[src/rtl/sprite_pkg.sv]
// Shared types and constants for the animated sprite overlay.
package sprite_pkg;
   localparam int COORD_W     = 10;
   localparam int TRANS_A_DEF = 1;
   localparam int TRANS_B_DEF = 6;

   typedef logic [COORD_W-1:0] coord_t;

   typedef enum logic [1:0] {
      IDLE,
      CHARGE,
      FULL,
      RELEASE
   } anim_state_t;
endpackage

[src/rtl/sprite_addr_gen.sv]
// Window test and texel address generation for one animation frame.
// Produces a registered ROM address and a registered in-window flag.
module sprite_addr_gen
   import sprite_pkg::*;
#(
   parameter int unsigned X0          = 428,
   parameter int unsigned Y0          = 327,
   parameter int unsigned SPR_W       = 75,
   parameter int unsigned SPR_H       = 77,
   parameter int unsigned SCALE_SHIFT = 1,
   parameter int          ADDR_W      = 15,
   parameter int          FRM_W       = 2
) (
   input  logic              vga_clk,
   input  logic              reset_n,
   input  coord_t            draw_x,
   input  coord_t            draw_y,
   input  logic [FRM_W-1:0]  frame,
   output logic [ADDR_W-1:0] rom_addr,
   output logic              in_win
);
   localparam int unsigned WIN_W    = SPR_W << SCALE_SHIFT;
   localparam int unsigned WIN_H    = SPR_H << SCALE_SHIFT;
   localparam int unsigned FRAME_SZ = SPR_W * SPR_H;

   logic [31:0]       x_ext, y_ext, u, v;
   logic              in_win_d, in_win_q;
   logic [ADDR_W-1:0] rom_addr_d, rom_addr_q;

   always_comb begin
      x_ext    = 32'(draw_x);
      y_ext    = 32'(draw_y);
      in_win_d = (x_ext >= X0) && (x_ext < X0 + WIN_W) &&
                 (y_ext >= Y0) && (y_ext < Y0 + WIN_H);
      u        = (x_ext - X0) >> SCALE_SHIFT;
      v        = (y_ext - Y0) >> SCALE_SHIFT;
      rom_addr_d = '0;
      // Full 32-bit multiply-add, truncated to the ROM address width.
      if (in_win_d) begin
         rom_addr_d = ADDR_W'(32'(frame) * FRAME_SZ + v * SPR_W + u);
      end
   end

   always_ff @(posedge vga_clk or negedge reset_n) begin
      if (!reset_n) begin
         rom_addr_q <= '0;
         in_win_q   <= 1'b0;
      end else begin
         rom_addr_q <= rom_addr_d;
         in_win_q   <= in_win_d;
      end
   end

   assign rom_addr = rom_addr_q;
   assign in_win   = in_win_q;
endmodule

[src/rtl/sprite_anim_overlay.sv]
// Animated sprite overlay: address pipeline, ROM-latency alignment and the
// bow-charge state machine (hold to draw, release to fire).
module sprite_anim_overlay
   import sprite_pkg::*;
#(
   parameter int unsigned X0          = 428,
   parameter int unsigned Y0          = 327,
   parameter int unsigned SPR_W       = 75,
   parameter int unsigned SPR_H       = 77,
   parameter int unsigned SCALE_SHIFT = 1,
   parameter int          FRAMES      = 4,
   parameter int          IDX_W       = 3,
   parameter int          TRANS_A     = TRANS_A_DEF,
   parameter int          TRANS_B     = TRANS_B_DEF,
   parameter int          ROM_LAT     = 1,
   parameter int          STEP_FR     = 8,
   parameter int          REL_FR      = 6,
   parameter int          ADDR_W      = $clog2(FRAMES * SPR_W * SPR_H),
   localparam int         CHG_W       = (FRAMES > 1) ? $clog2(FRAMES) : 1
) (
   input  logic               vga_clk,
   input  logic               reset_n,
   input  logic [COORD_W-1:0] DrawX,
   input  logic [COORD_W-1:0] DrawY,
   input  logic               blank,
   input  logic               frame_start,
   input  logic               draw_req,
   output logic [ADDR_W-1:0]  rom_addr,
   input  logic [IDX_W-1:0]   rom_q,
   output logic [IDX_W-1:0]   pix_idx,
   output logic               pix_opaque,
   output logic               blank_d,
   output logic [CHG_W-1:0]   charge,
   output logic               fired
);
   localparam int CNT_MAX = (STEP_FR > REL_FR) ? STEP_FR : REL_FR;
   localparam int CNT_W   = $clog2(CNT_MAX + 1);

   anim_state_t       state_d, state_q;
   logic [CNT_W-1:0]  step_d, step_q;
   logic [CHG_W-1:0]  charge_d, charge_q, charge_inc;
   logic [CHG_W-1:0]  disp_frame_d, disp_frame_q;
   logic              fired_d, fired_q;

   logic              in_win_s1;
   logic [ROM_LAT-1:0] win_dl_d, win_dl_q;
   logic [ROM_LAT:0]  blank_dl_d, blank_dl_q;
   logic [IDX_W-1:0]  pix_idx_d, pix_idx_q;
   logic              pix_opaque_d, pix_opaque_q;
   logic              blank_d_d, blank_d_q;

   sprite_addr_gen #(
      .X0          (X0),
      .Y0          (Y0),
      .SPR_W       (SPR_W),
      .SPR_H       (SPR_H),
      .SCALE_SHIFT (SCALE_SHIFT),
      .ADDR_W      (ADDR_W),
      .FRM_W       (CHG_W)
   ) u_addr_gen (
      .vga_clk  (vga_clk),
      .reset_n  (reset_n),
      .draw_x   (DrawX),
      .draw_y   (DrawY),
      .frame    (disp_frame_q),
      .rom_addr (rom_addr),
      .in_win   (in_win_s1)
   );

   always_comb begin
      state_d    = state_q;
      step_d     = step_q;
      charge_d   = charge_q;
      fired_d    = 1'b0;
      charge_inc = charge_q + 1'b1;
      // Displayed frame only moves at frame boundaries to avoid tearing.
      disp_frame_d = frame_start ? charge_q : disp_frame_q;
      case (state_q)
         IDLE: begin
            charge_d = '0;
            if (draw_req) begin
               state_d = CHARGE;
               step_d  = '0;
            end
         end
         CHARGE, FULL: begin
            if (!draw_req) begin
               state_d  = RELEASE;
               step_d   = '0;
               charge_d = '0;
               fired_d  = 1'b1;
            end else if (state_q == CHARGE && frame_start) begin
               if (step_q == CNT_W'(STEP_FR - 1)) begin
                  step_d   = '0;
                  charge_d = charge_inc;
                  if (charge_inc == CHG_W'(FRAMES - 1)) state_d = FULL;
               end else begin
                  step_d = step_q + 1'b1;
               end
            end
         end
         RELEASE: begin
            if (frame_start) begin
               if (step_q == CNT_W'(REL_FR - 1)) begin
                  state_d = IDLE;
                  step_d  = '0;
               end else begin
                  step_d = step_q + 1'b1;
               end
            end
         end
         default: state_d = IDLE;
      endcase
   end

   always_comb begin
      win_dl_d[0]   = in_win_s1;
      for (int i = 1; i < ROM_LAT; i++) win_dl_d[i] = win_dl_q[i-1];
      blank_dl_d[0] = blank;
      for (int i = 1; i <= ROM_LAT; i++) blank_dl_d[i] = blank_dl_q[i-1];
      pix_idx_d    = win_dl_q[ROM_LAT-1] ? rom_q : '0;
      pix_opaque_d = win_dl_q[ROM_LAT-1] && (rom_q != IDX_W'(TRANS_A)) &&
                     (rom_q != IDX_W'(TRANS_B));
      blank_d_d    = blank_dl_q[ROM_LAT];
   end

   always_ff @(posedge vga_clk or negedge reset_n) begin
      if (!reset_n) begin
         state_q      <= IDLE;
         step_q       <= '0;
         charge_q     <= '0;
         disp_frame_q <= '0;
         fired_q      <= 1'b0;
         win_dl_q     <= '0;
         blank_dl_q   <= '0;
         pix_idx_q    <= '0;
         pix_opaque_q <= 1'b0;
         blank_d_q    <= 1'b0;
      end else begin
         state_q      <= state_d;
         step_q       <= step_d;
         charge_q     <= charge_d;
         disp_frame_q <= disp_frame_d;
         fired_q      <= fired_d;
         win_dl_q     <= win_dl_d;
         blank_dl_q   <= blank_dl_d;
         pix_idx_q    <= pix_idx_d;
         pix_opaque_q <= pix_opaque_d;
         blank_d_q    <= blank_d_d;
      end
   end

   assign pix_idx    = pix_idx_q;
   assign pix_opaque = pix_opaque_q;
   assign blank_d    = blank_d_q;
   assign charge     = charge_q;
   assign fired      = fired_q;
endmodule

[config.mk]
export PLATFORM = sky130hd
export DESIGN_NAME = sprite_anim_overlay
export DESIGN_NICKNAME = d
export VERILOG_FILES = /design/src/rtl/sprite_pkg.sv /design/src/rtl/sprite_addr_gen.sv /design/src/rtl/sprite_anim_overlay.sv
export SDC_FILE = /design/constraint.sdc
export NUM_CORES = 1
export LEC_CHECK = 0
export BUFFER_PORTS_ARGS = -buffer_cell sky130_fd_sc_hd__clkbuf_2
export CORE_MARGIN = 5
export CORE_UTILIZATION = 54
export CTS_BUF_LIST = sky130_fd_sc_hd__clkbuf_16
export DETAILED_ROUTE_END_ITERATION = 7
export PLACE_DENSITY = 0.74
export SYNTH_ARGS = -nofsm -noshare
export SYNTH_HDL_FRONTEND = slang
export SYNTH_SLANG_ARGS = --single-unit
[constraint.sdc]
create_clock -name vga_clk -period 4.7 [get_ports vga_clk]
set_input_delay 0.94 -clock vga_clk [delete_from_list [all_inputs] [get_ports vga_clk]]
set_output_delay 0.94 -clock vga_clk [all_outputs]
set_load 0.02 [all_outputs]
# After elaboration in Yosys (flattened, before gate mapping)
# Cells that the tools add are included.
[classes]
n_mux = 23
addsub = 6
multipliers = 2
eq_ne = 14
n_reduce_logical = 12
n_lt_le_gt_ge = 4
[op_table]
columns = ["op", "count"]
rows = [
  ["$mul 31x7->15 const B", 1],
  ["$add 15x15->15", 2],
  ["$mux 4", 6],
  ["$sub 10x9->11 const B", 2],
  ["$ge 10x9->1 const B", 2],
  ["$mux 2", 10],
  ["$mul 2x13->15 const B", 1],
  ["$mux 15", 1],
  ["$ne 3x3->1 const B", 4],
  ["$pmux 4 s3", 1],
  ["$lt 10x10->1 const B", 1],
  ["$lt 10x9->1 const B", 1],
  ["$eq 4x3->1 const B", 2],
  ["$eq 2x2->1 const B", 3],
  ["$logic_and 1x1->1", 6],
  ["$ne 2x2->1 const B", 3],
  ["$pmux 2 s3", 1],
  ["$reduce_and 3->1", 2],
  ["$reduce_and 6->1", 1],
  ["$add 4x1->4 const B", 1],
  ["$pmux 2 s2", 1],
  ["$mux 3", 1],
  ["$ne 3x1->1 const B", 1],
  ["$add 2x1->2 const B", 1],
  ["other kinds (5)", 6],
]
[word_totals]
reg_bits = 35
word_cells = 73

# Depth between registers and ports, before layout
# Gate-level depths: netlist (run 1).
[logic_depth]
depth_word = 7
ltp_mapped = 22
mapped_depth_nobuf = 22

# Modules after synthesis
# Synthesis (run 1) repeated with hierarchy kept, for this count alone.
[unflattened]
hier_cells = 406
hier_area_um2 = 4032.6
[modules_own_cells]
columns = ["mod", "instances", "cells_per_inst", "area_each_um2", "seq_area_each_um2"]
rows = [
  ["sprite_addr_gen", 1, 327, 3120.5, 400.4],
  ["sprite_anim_overlay", 1, 79, 912.1, 475.5],
]

# Least setup slack after synthesis (run 1)
# OpenSTA, ideal clock, no wires.
[synth_path]
kind = "input port to flip-flop"
startpoint = "input port DrawY[0]"
endpoint = "register u_addr_gen.rom_addr_q[14], in the netlist u_addr_gen.rom_addr[14]"
arrival_ns = 5.688
cell_stages = 19
slack_ns = -1.110
required_time_ns = 4.579
path_cell_list = "ha_1 > a2111oi_4 > and2b_2 > nor2_1 > xnor2_1 > and2_1 > fa_1 > fa_1 > fa_1 > inv_1 > fa_1 > inv_1 > ha_1 > a21o_1 > a21oi_1 > a31oi_1 > a211oi_1 > xnor2_1 > nor2_1"
[synth_via]
elab_chain_cells = 5
word_cells_on_any_way = 9
cone_classes = "add/sub: 3; mul: 1; order compare: 2; mux: 1; reduce/logical: 2"
[synth_rtl]
columns = ["element", "line_no", "rtl"]
rows = [
  ["from (decl)", "sprite_anim_overlay.sv:24", "input logic [COORD_W-1:0] DrawY,"],
  ["$sub 10x9->11", "sprite_addr_gen.sv:36", "v = (y_ext - Y0) >> SCALE_SHIFT;"],
  ["$mul 31x7->15", "sprite_addr_gen.sv:40", "rom_addr_d = ADDR_W'(32'(frame) * FRAME_SZ + v * SPR_W + u);"],
  ["$add 15x15->15 (2 in a row)", "sprite_addr_gen.sv:40", ""],
  ["$mux 15 *", "sprite_addr_gen.sv:39", "if (in_win_d) begin"],
  ["net u_addr_gen.rom_addr_d[14]", "sprite_addr_gen.sv:28", "logic [ADDR_W-1:0] rom_addr_d, rom_addr_q;"],
  ["to (signal assigned)", "sprite_addr_gen.sv:49", "rom_addr_q <= rom_addr_d;"],
  ["to (decl)", "sprite_addr_gen.sv:28", ""],
]
# The timed path passes the listed nets; every way through them passes the cells marked *.
# A chain may end at the register's enable or synchronous reset.

# Worst setup path after layout (run 1)
[layout_path]
startpoint = "input port DrawY[1]"
endpoint = "register u_addr_gen.rom_addr_q[13], in the netlist u_addr_gen.rom_addr[13]"
# Same word-level chain as after synthesis.

==> results of run 1 <==
-- layer usage --
metal | up-vias | global-route usage, % | part of all wire (%)
met3 | 26 | 2.05 | 3.1
met1 | 1588 | 25.4 | 40
met5 | - | 0 | 0
met4 | 0 | 5.81 | 3.0
met2 | 75 | 39.0 | 54
li1 | 1571 | - | -
-- final timing paths --
| kind | to |
|---|---|
| worst max-delay path | u_addr_gen.rom_addr[13] |
| worst min-delay path | blank_dl_q[1] |
| worst max register to register | u_addr_gen.rom_addr[14] |
| worst min register to register | blank_dl_q[1] |
| max in group asynchronous | step_q[0] |
| min in group asynchronous | u_addr_gen.rom_addr[0] |
-- flip-flops by register name (all words and copies together), names as in the netlist --
signal               count
blank_d                  1
pix_idx                  3
charge                   2
disp_frame_q             2
u_addr_gen.rom_addr     15
state_q                  2
pix_opaque               1
blank_dl_q               2
u_addr_gen.in_win        1
win_dl_q                 1
fired                    1
step_q                   4
-- synthesized netlist by cell type (2+ instances only) --
| master | instances |
|---|---|
| inv_1 | 92 |
| ha_1 | 55 |
| fa_1 | 39 |
| dfrtp_1 | 35 |
| nand2_1 | 24 |
| o21ai_0 | 18 |
| nor2_1 | 17 |
| xnor2_1 | 16 |
| xor2_1 | 16 |
| a21oi_1 | 14 |
| and2_1 | 7 |
| nand2b_1 | 7 |
| nand3_1 | 7 |
| nor3_1 | 7 |
| nor2b_1 | 6 |
| o21a_1 | 6 |
| o22ai_1 | 3 |
| a211oi_1 | 2 |
| a21o_1 | 2 |
| a31oi_1 | 2 |
| buf_2 | 2 |
| buf_4 | 2 |
| nor4b_1 | 2 |
| o2111ai_1 | 2 |
| o211ai_1 | 2 |
-- report_power, final --
part | internal [mW] | switching [mW]
logic | 1.63 | 1.65
registers | 0.333 | 0.0222
clock network | 0.192 | 0.113
total | 2.16 | 1.79
-- worst reg2reg max path, stage by stage (launching register included) --
cell and delay, ns:
dfrtp_1 0.39, inv_1 0.30, fa_2 0.28, inv_2 0.05, fa_2 0.58, ha_4 0.21, fa_1 0.50, inv_2 0.04
fa_1 0.55, inv_2 0.05, ha_4 0.27, a21oi_4 0.18, o22ai_4 0.12, o2111ai_4 0.24, a31oi_1 0.14, a211oi_2 0.20
xnor2_1 0.16, nor2_1 0.07
-- layout by cell type, fill, tap and decap left out, types with 3 or more instances in the layout --
cell type	instances
buf_6	15
xnor2_2	5
a21oi_1	8
nand3_1	6
nor2b_1	4
o21a_1	5
a21oi_4	5
dfrtp_1	35
xor2_1	13
nand2b_1	7
o21ai_0	12
clkbuf_2	47
inv_1	74
clkbuf_16	5
xnor2_1	9
ha_1	37
inv_2	17
and2_1	6
xor2_2	3
ha_4	17
o21ai_2	6
nor3_1	5
fa_1	35
nand2_1	22
nor2_1	16
buf_4	63
fa_2	4
-- kinds of logic after synthesis --
family | Yosys count | synth area share [%]
flops | 35 | 22.1
fa+ha+maj | 94 | 37.1
xor+xnor | 34 | 8.35
simple gates | 88 | 11.3
buf+inv | 97 | 9.65
compound gates | 62 | 11.4
-- area by class of cell --
cell class	instances	area, µm²	share of cell area [%]
multi-input combinational	278	3250	57.3
tap	99	124	2.18
clock inverter	3	15.0	0.265
inverter	92	348	6.13
timing repair buffer	128	932	16.4
sequential	35	876	15.4
clock buffer	5	125	2.21
-- stage by stage --
step | setup slack, ns | area [µm²]
2_1_floorplan | -0.803 | 4100
4_1_cts | -0.665 | 5420
6_report | -0.852 | 5670
3_3_place_gp | -1.03 | 4920
5_1_grt | -1.03 | 5670
3_5_place_dp | -1.08 | 4920
-- repair_timing --
action	in CTS	in global routing
gates resized for setup	53	51
cloned	0	0
endpoints found under the setup margin	11	11
pin swaps	57	44
hold endpoints to repair	0	0
buffers inserted	11	6
==> results.toml, run 1 <==
[setup_path]
required_ns = 4.82
crit_buf_inv = 6
slowest_delay_ns = 0.56
cp_common_cell = "inv_2"
path_depth = 22
arrival_ns = 5.67
r2r_slack_ns = 0.18
crit_fanout = 3
slowest_stage = "fa_1"
cp_top_family = "adder cells"
path_cells = "buf_6 -> ha_4 -> a2111oi_4 -> and2b_2 -> nor2_4 -> xnor2_2 -> ha_4 -> inv_2 -> fa_1 -> inv_2 -> fa_2 -> fa_1 -> inv_2 -> fa_1 -> inv_2 -> ha_4 -> o21a_4 -> buf_12 -> o2111ai_4 -> a31oi_4 -> o21a_1 -> nor3_2"
r2r_start = "disp_frame_q[1]"
critPathKind = "in -> reg"
critPathLaunchType = "input pin"
startpoint = "DrawY[1]"
end_kind = "flop"
reg2regPathDepth = 17

[route]
first_pass_iters = 4
drc = 0
vias_per_cell = 5.09
ant_nets = 0
num_vias = 3260
initialDrtViolationCount = 78
wl_per_cell_um = 15.3
drt-total-wl_um = 9820

[logic_synthesis]
synth_area_leaders = "dfrtp_1, fa_1, ha_1, inv_1, xnor2_1"
synthDistinctLibCells = 50
synthFlopType = "dfrtp_1"
async_flop_share_pct = 100
synth_area_um2 = 3960
synth_edf_count = 0
seq_area_frac_synth_pct = 22.1
synth_fp_nets = 532
syn_area_per_cell_um2 = 9.65
synth_seq_cells = 35
yosysTopAreaCell = "dfrtp_1"
syn_inst = 410
yosys_warnings = 0
synth_top_area_share_pct = 22.1

[floorplanning]
die_area_um2 = 9140
core_um2 = 7180
start_util_pct = 55.1
pin_count = 51
num_rows = 31
die_h_um = 95.6
die_x_um = 95.6

[pwr]
p_leak_nw = 2.84
power_mw = 3.95
power.density_nw_per_um2 = 696
ir_drop_mv = 0.464

[sta]
finalSetupViolCount = 11
tightest_slew_ns = 1.12
min_period_ns = 5.55
rsz0062_at_grt = "true"
layout_setup_ws_ns = -0.852
slew_headroom_pct = 25.2
hold-worst-slack_ns = 0.345
finClkSkew_ns = 0.00361
fmax_ghz = 0.180
fin_crit_sh_pct = 118
slew_violations = 0
finalHoldViolCount = 0
timing.setup.tns_ns = -6.70

[hold_path]
hp-class = "reg -> reg"
min_from = "blank_dl_q[0]"
min_delay_path_depth = 0

[cts]
cts_tree = "done"
numCtsBuffers = 5
root_buffer = "clkbuf_16"
clk_path_buf_depth = 2
clk_pin_slew_ns = 0.05
htree_levels = 2
cts_sinks = 35
hold_buffers = 0
clk_latency_ns = 0.28

[placed_design]
place.gp.congestion = 0.866
portBuffers = 49
place_inst = 617
dp.final_hpwl_um = 6860

[cells_and_area]
fin_util_pct = 79.1
drive_gt1_share_pct = 41.4
diodes = 0
syn2layout_area_growth_pct = 43.4
fillers = 436
instances_no_fill = 640
nNetsFinal = 662

[global_route]
grt_pass1_wl_um = 15000
grt_max_degree = 36
grt-ovfl-total = 0
grt_pass1_vias = 3377
grtUsageTotal_pct = 20.9
antenna_found_initial = 0

[status]
outcome = "finished with violations"
violations = "setup timing"

[flow_run]
cap_violations = 0
Power figures use the tool's default switching activity.
==> inputs of run 2 (changes only) <==
CORE_UTILIZATION = 55   (was 54)
CTS_BUF_LIST = sky130_fd_sc_hd__clkbuf_2   (was sky130_fd_sc_hd__clkbuf_16)
PLACE_DENSITY = 0.75   (was 0.74)
SYNTH_HIERARCHICAL = 1   (was unset)
==> results.toml, run 2 <==
[logic_synthesis]
synth_seq_cells = 35
synth_common_cells = "inv_1, ha_1, fa_1"
synth_fp_nets = 528
yosysTopAreaCell = "dfrtp_1"
synth_xor_area_share_pct = 7.60
async_flop_share_pct = 100
yosys.area_share.simple_pct = 11.8
muxShareOfSynthArea_pct = 2.11
yosys.area_share.adder_pct = 36.4
synth_area_um2 = 4030
synth.most_common_cell = "inv_1"
synth_top_area_share_pct = 21.7
yosys_warnings = 6
syn_area_per_cell_um2 = 9.93
synth_edf_count = 0
synthFlopType = "dfrtp_1"
synth_area_leaders = "dfrtp_1, fa_1, ha_1, inv_1, xnor2_1"
synth_top_family_by_area = "adder cells"
syn_inst = 406
seq_area_frac_synth_pct = 21.7
synthDistinctLibCells = 57
synth-compound-area-share_pct = 11.3

[floorplanning]
pin_count = 51
die_x_um = 95.6
start_util_pct = 55.9
core_um2 = 7210
num_rows = 31
die_area_um2 = 9140
die_h_um = 95.6

[setup_path]
crit_fanout = 3
slowest_delay_ns = 0.49
cp_common_cell = "fa_1"
slowest_stage = "fa_1"
end_kind = "flop"
critPathLaunchType = "input pin"
required_ns = 4.94
crit_buf_inv = 7
path_cells = "clkbuf_16 -> ha_4 -> a2111oi_4 -> o21ba_4 -> nor2b_2 -> nor2_4 -> xnor2_2 -> ha_1 -> inv_1 -> fa_1 -> inv_1 -> fa_1 -> fa_1 -> inv_1 -> fa_1 -> inv_2 -> ha_4 -> buf_4 -> nand2_2 -> inv_2 -> nand4_1 -> o221ai_2 -> o21ai_1 -> nor3b_2"
arrival_ns = 5.62
r2r_slack_ns = 0.29
critPathKind = "in -> reg"
cp_top_family = "adder cells"

[global_route]
grt_max_degree = 36
antenna_found_initial = 0
grtUsageTotal_pct = 21.9
grt_pass1_vias = 3433
grt_pass1_wl_um = 15600
grt-ovfl-total = 0

[route]
drt-total-wl_um = 11000
first_pass_iters = 4
drc = 0
initialDrtViolationCount = 188
num_vias = 3462
wl_per_cell_um = 16.8
ant_nets = 0
vias_per_cell = 5.30

[sta]
rsz0062_at_grt = "true"
tightest_slew_ns = 1.26
finalHoldViolCount = 0
timing.setup.tns_ns = -3.77
finalSetupViolCount = 9
slew_violations = 0
fin_crit_sh_pct = 114
layout_setup_ws_ns = -0.674
min_period_ns = 5.37
slew_headroom_pct = 15.3
fmax_ghz = 0.186
finClkSkew_ns = 0.0208

[placed_design]
portBuffers = 49
place.gp.congestion = 0.848
dp.final_hpwl_um = 7490

[cells_and_area]
final_common_cell = "buf_4"
nNetsFinal = 676
mostFrequentLayoutCells = "buf_4, inv_1, clkbuf_2"
syn2layout_area_growth_pct = 42.2
drive_gt1_share_pct = 44.8
largest_reg_flops = 15
diodes = 0

[flow_run]
cap_violations = 0

[cts]
clk_path_buf_depth = 2
clk_pin_slew_ns = 0.16
numCtsBuffers = 5
cts_tree = "done"
htree_levels = 2
hold_buffers = 0
cts_sinks = 35
root_buffer = "clkbuf_2"
clk_latency_ns = 0.42

[status]
outcome = "finished with violations"
violations = "setup timing"

[hold_path]
hp-class = "reg -> reg"
## run 2: changes by cell type after synthesis, moves of 3 or more
cell | previous run | this run
a21o_1 | 2 | 5
and2_1 | 7 | 10
mux2_2 | 0 | 4
mux2i_1 | 0 | 4
nand2_1 | 24 | 12
nor2_1 | 17 | 13
nor3_1 | 7 | 12
o21a_1 | 6 | 10
o21ai_0 | 18 | 11
## run 2: final timing paths
| path | from | endpoint | cells after the start |
|---|---|---|---|
| setup / recovery | DrawY[0] | u_addr_gen/rom_addr[14] | 24 |
| hold / removal | blank_dl_q[0] | blank_dl_q[1] | 0 |
| setup reg to reg | disp_frame_q[0] | u_addr_gen/rom_addr[13] | 16 |
| hold reg to reg | blank_dl_q[0] | blank_dl_q[1] | 0 |
| max in group asynchronous | reset_n | blank_dl_q[0] | 1 |
| min in group asynchronous | reset_n | u_addr_gen/rom_addr[10] | 1 |
## run 2: metrics by stage
step | setup slack, ns | instances | util (%) | hold WS [ns] | area (µm²)
after CTS | -0.571 | 640 | 74.6 | 0.371 | 5380
after global routing | -0.831 | 653 | 79.5 | 0.400 | 5740
final | -0.674 | 653 | 79.5 | 0.371 | 5740
after global placement | -1.04 | 621 | 69.7 | 0.333 | 5030
after floorplan | -0.950 | 406 | - | 0.331 | 4160
after detailed placement | -1.16 | 621 | 69.7 | 0.335 | 5030
## run 2: cell type report
type / count / area [µm²]
fillers: 427 / 1480
clock buffers: 5 / 25.0
flip-flops and latches: 35 / 876
repair buffers: 143 / 1050
well taps: 99 / 124
multi-input cells: 276 / 3300
clock inverters: 2 / 8.76
inverters: 93 / 349
## run 2: logic make-up after synthesis
| group | Yosys count |
|---|---|
| AOI/OAI and AO/OA | 59 |
| xor gates and xnor gates | 31 |
| adders and majority gates | 94 |
| buffers and inverters | 95 |
| DFF | 35 |
| muxes | 8 |
| and+or+nand+nor | 84 |
## run 2: routing by layer
metal	up-vias	global-route usage [%]	share of wire (%)
li1	1620	-	-
met3	35	1.97	4.3
met5	-	0	0
met1	1698	26.4	39
met2	109	40.2	53
met4	0	8.06	3.7
## run 2: what timing repair did
| item | CTS | global route |
|---|---|---|
| pin swaps | 48 | 34 |
| gates resized for setup | 49 | 47 |
| endpoints found under the setup margin | 11 | 11 |
| buffers inserted | 12 | 15 |
| cloned | 0 | 0 |
Power of run 2 is left out: the tool's default activity adds up to more than one toggle a clock period on the data nets, which glitch-free logic cannot reach.
==> inputs of run 3 (changes only) <==
MAX_ROUTING_LAYER = met4   (was unset)
SETUP_SLACK_MARGIN = 0.3   (was unset)
==> results.toml, run 3 (synthesized netlist as in run 2, its figures left out) <==
[sta]
layout_setup_ws_ns = -0.796
hold-worst-slack_ns = 0.373
finalSetupViolCount = 10
finClkSkew_ns = 0.00886
finalHoldViolCount = 0
tightest_slew_ns = 1.14
slew_violations = 0
slew_headroom_pct = 23.6
min_period_ns = 5.50
rsz0062_at_grt = "true"
fin_crit_sh_pct = 117
fmax_ghz = 0.182

[route]
drc = 0
initialDrtViolationCount = 192
num_vias = 3506
drt-total-wl_um = 11800
first_pass_iters = 6
wl_per_cell_um = 17.9
vias_per_cell = 5.34
ant_nets = 0

[cts]
hold_buffers = 0
htree_levels = 2
root_buffer = "clkbuf_2"
clk_latency_ns = 0.36
clk_path_buf_depth = 2
numCtsBuffers = 5
cts_sinks = 35
clk_pin_slew_ns = 0.17
cts_tree = "done"

[status]
violations = "setup timing"
outcome = "finished with violations"

[placed_design]
place.gp.congestion = 0.849
portBuffers = 49
dp.final_hpwl_um = 7410
place_inst = 623

[cells_and_area]
nNetsFinal = 678
mostFrequentLayoutCells = "buf_4, inv_1, clkbuf_2"
instances_no_fill = 656
syn2layout_area_growth_pct = 46.1
largest_reg_flops = 15
fillers = 402
drive_gt1_share_pct = 47.5
fin_util_pct = 81.7
final_common_cell = "buf_4"

[floorplanning]
num_rows = 31
core_um2 = 7210
pin_count = 51
die_h_um = 95.6
die_area_um2 = 9140
die_x_um = 95.6
start_util_pct = 55.9

[setup_path]
path_cells = "clkbuf_16 -> a311oi_4 -> a21oi_2 -> o21a_1 -> xnor2_2 -> ha_1 -> inv_2 -> fa_1 -> inv_1 -> fa_2 -> fa_1 -> inv_1 -> fa_1 -> inv_2 -> ha_4 -> a21o_1 -> a21oi_4 -> inv_2 -> or3_4 -> o21ai_2 -> mux2i_1"
end_kind = "flop"
timing.rr.end = "u_addr_gen/rom_addr[13]"
critPathKind = "in -> reg"
arrival_ns = 5.80
required_ns = 5.00
slowest_delay_ns = 0.53
crit_buf_inv = 6
startpoint = "DrawY[0]"
r2r_slack_ns = 0.15
critPathLaunchType = "input pin"
slowest_stage = "fa_1"
r2r_start = "disp_frame_q[1]"
reg2regPathDepth = 17
crit_fanout = 3
cp_top_family = "adder cells"

[flow_run]
cap_violations = 0

[hold_path]
hp-class = "reg -> reg"
min_to = "blank_dl_q[1]"
min_from = "blank_dl_q[0]"
min_delay_path_depth = 0

[global_route]
grt-ovfl-total = 0
grt_pass1_wl_um = 16600
grt_max_degree = 36
antenna_found_initial = 1
grtUsageTotal_pct = 24.2
grt_pass1_vias = 3605
run 3: what timing repair did:
action                                  CTS  global route
pin swaps                                63            31
cloned                                    0             0
gates resized for setup                  74            41
buffers inserted                         15            10
endpoints found under the setup margin   12            12
run 3: worst max path at each step:
stage	slack, ns	cells after the start	endpoint
6_report	-0.80	21	u_addr_gen/rom_addr[13]
5_1_grt	-0.90	21	u_addr_gen/rom_addr[13]
4_1_cts	-0.59	21	u_addr_gen/rom_addr[13]
3_5_place_dp	-1.16	21	u_addr_gen/rom_addr[13]
3_3_place_gp	-1.03	21	u_addr_gen/rom_addr[13]
2_1_floorplan	-0.95	20	u_addr_gen/rom_addr[13]
run 3: worst register-to-register path, stage by stage (launching register included):
cell     delay, ns
dfrtp_1       0.43
buf_4         0.18
ha_1          0.33
inv_2         0.07
fa_1          0.49
inv_1         0.07
fa_2          0.45
fa_1          0.53
inv_1         0.06
fa_1          0.52
inv_2         0.05
ha_4          0.15
a21o_1        0.21
a21oi_4       0.21
inv_2         0.06
or3_4         0.38
o21ai_2       0.13
mux2i_1       0.18
run 3: layout make-up:
class	count	area (µm²)	share of cell area [%]
Multi-Input combinational cell	276	3450	58.5
Clock buffer	5	25.0	0.425
Timing Repair Buffer	145	1060	18.0
Clock inverter	2	8.76	0.149
Sequential cell	35	876	14.9
Tap cell	99	124	2.10
Inverter	93	349	5.92
Antenna cell	1	2.50	0.0425
run 3: stage by stage:
| stage | setup TNS (ns) | area, µm² | worst slack, ns |
|---|---|---|---|
| 2_1_floorplan | -5.94 | 4160 | -0.950 |
| 3_3_place_gp | -9.11 | 5040 | -1.03 |
| 3_5_place_dp | -9.98 | 5040 | -1.16 |
| 4_1_cts | -2.91 | 5600 | -0.589 |
| 5_1_grt | -5.85 | 5890 | -0.903 |
| 6_report | -4.70 | 5890 | -0.796 |
run 3: per-layer routing:
metal  up-vias  part of all wire [%]  routed length [µm]  track usage, %
li1       1621                     -                   -               -
met1      1679                    38                4480            27.5
met2       149                    51                6010            42.2
met3        57                   4.8                 561            2.53
met4         0                   6.1                 720            12.3
met5         -                     0                   0               -
Power of run 3 is left out for the same reason.
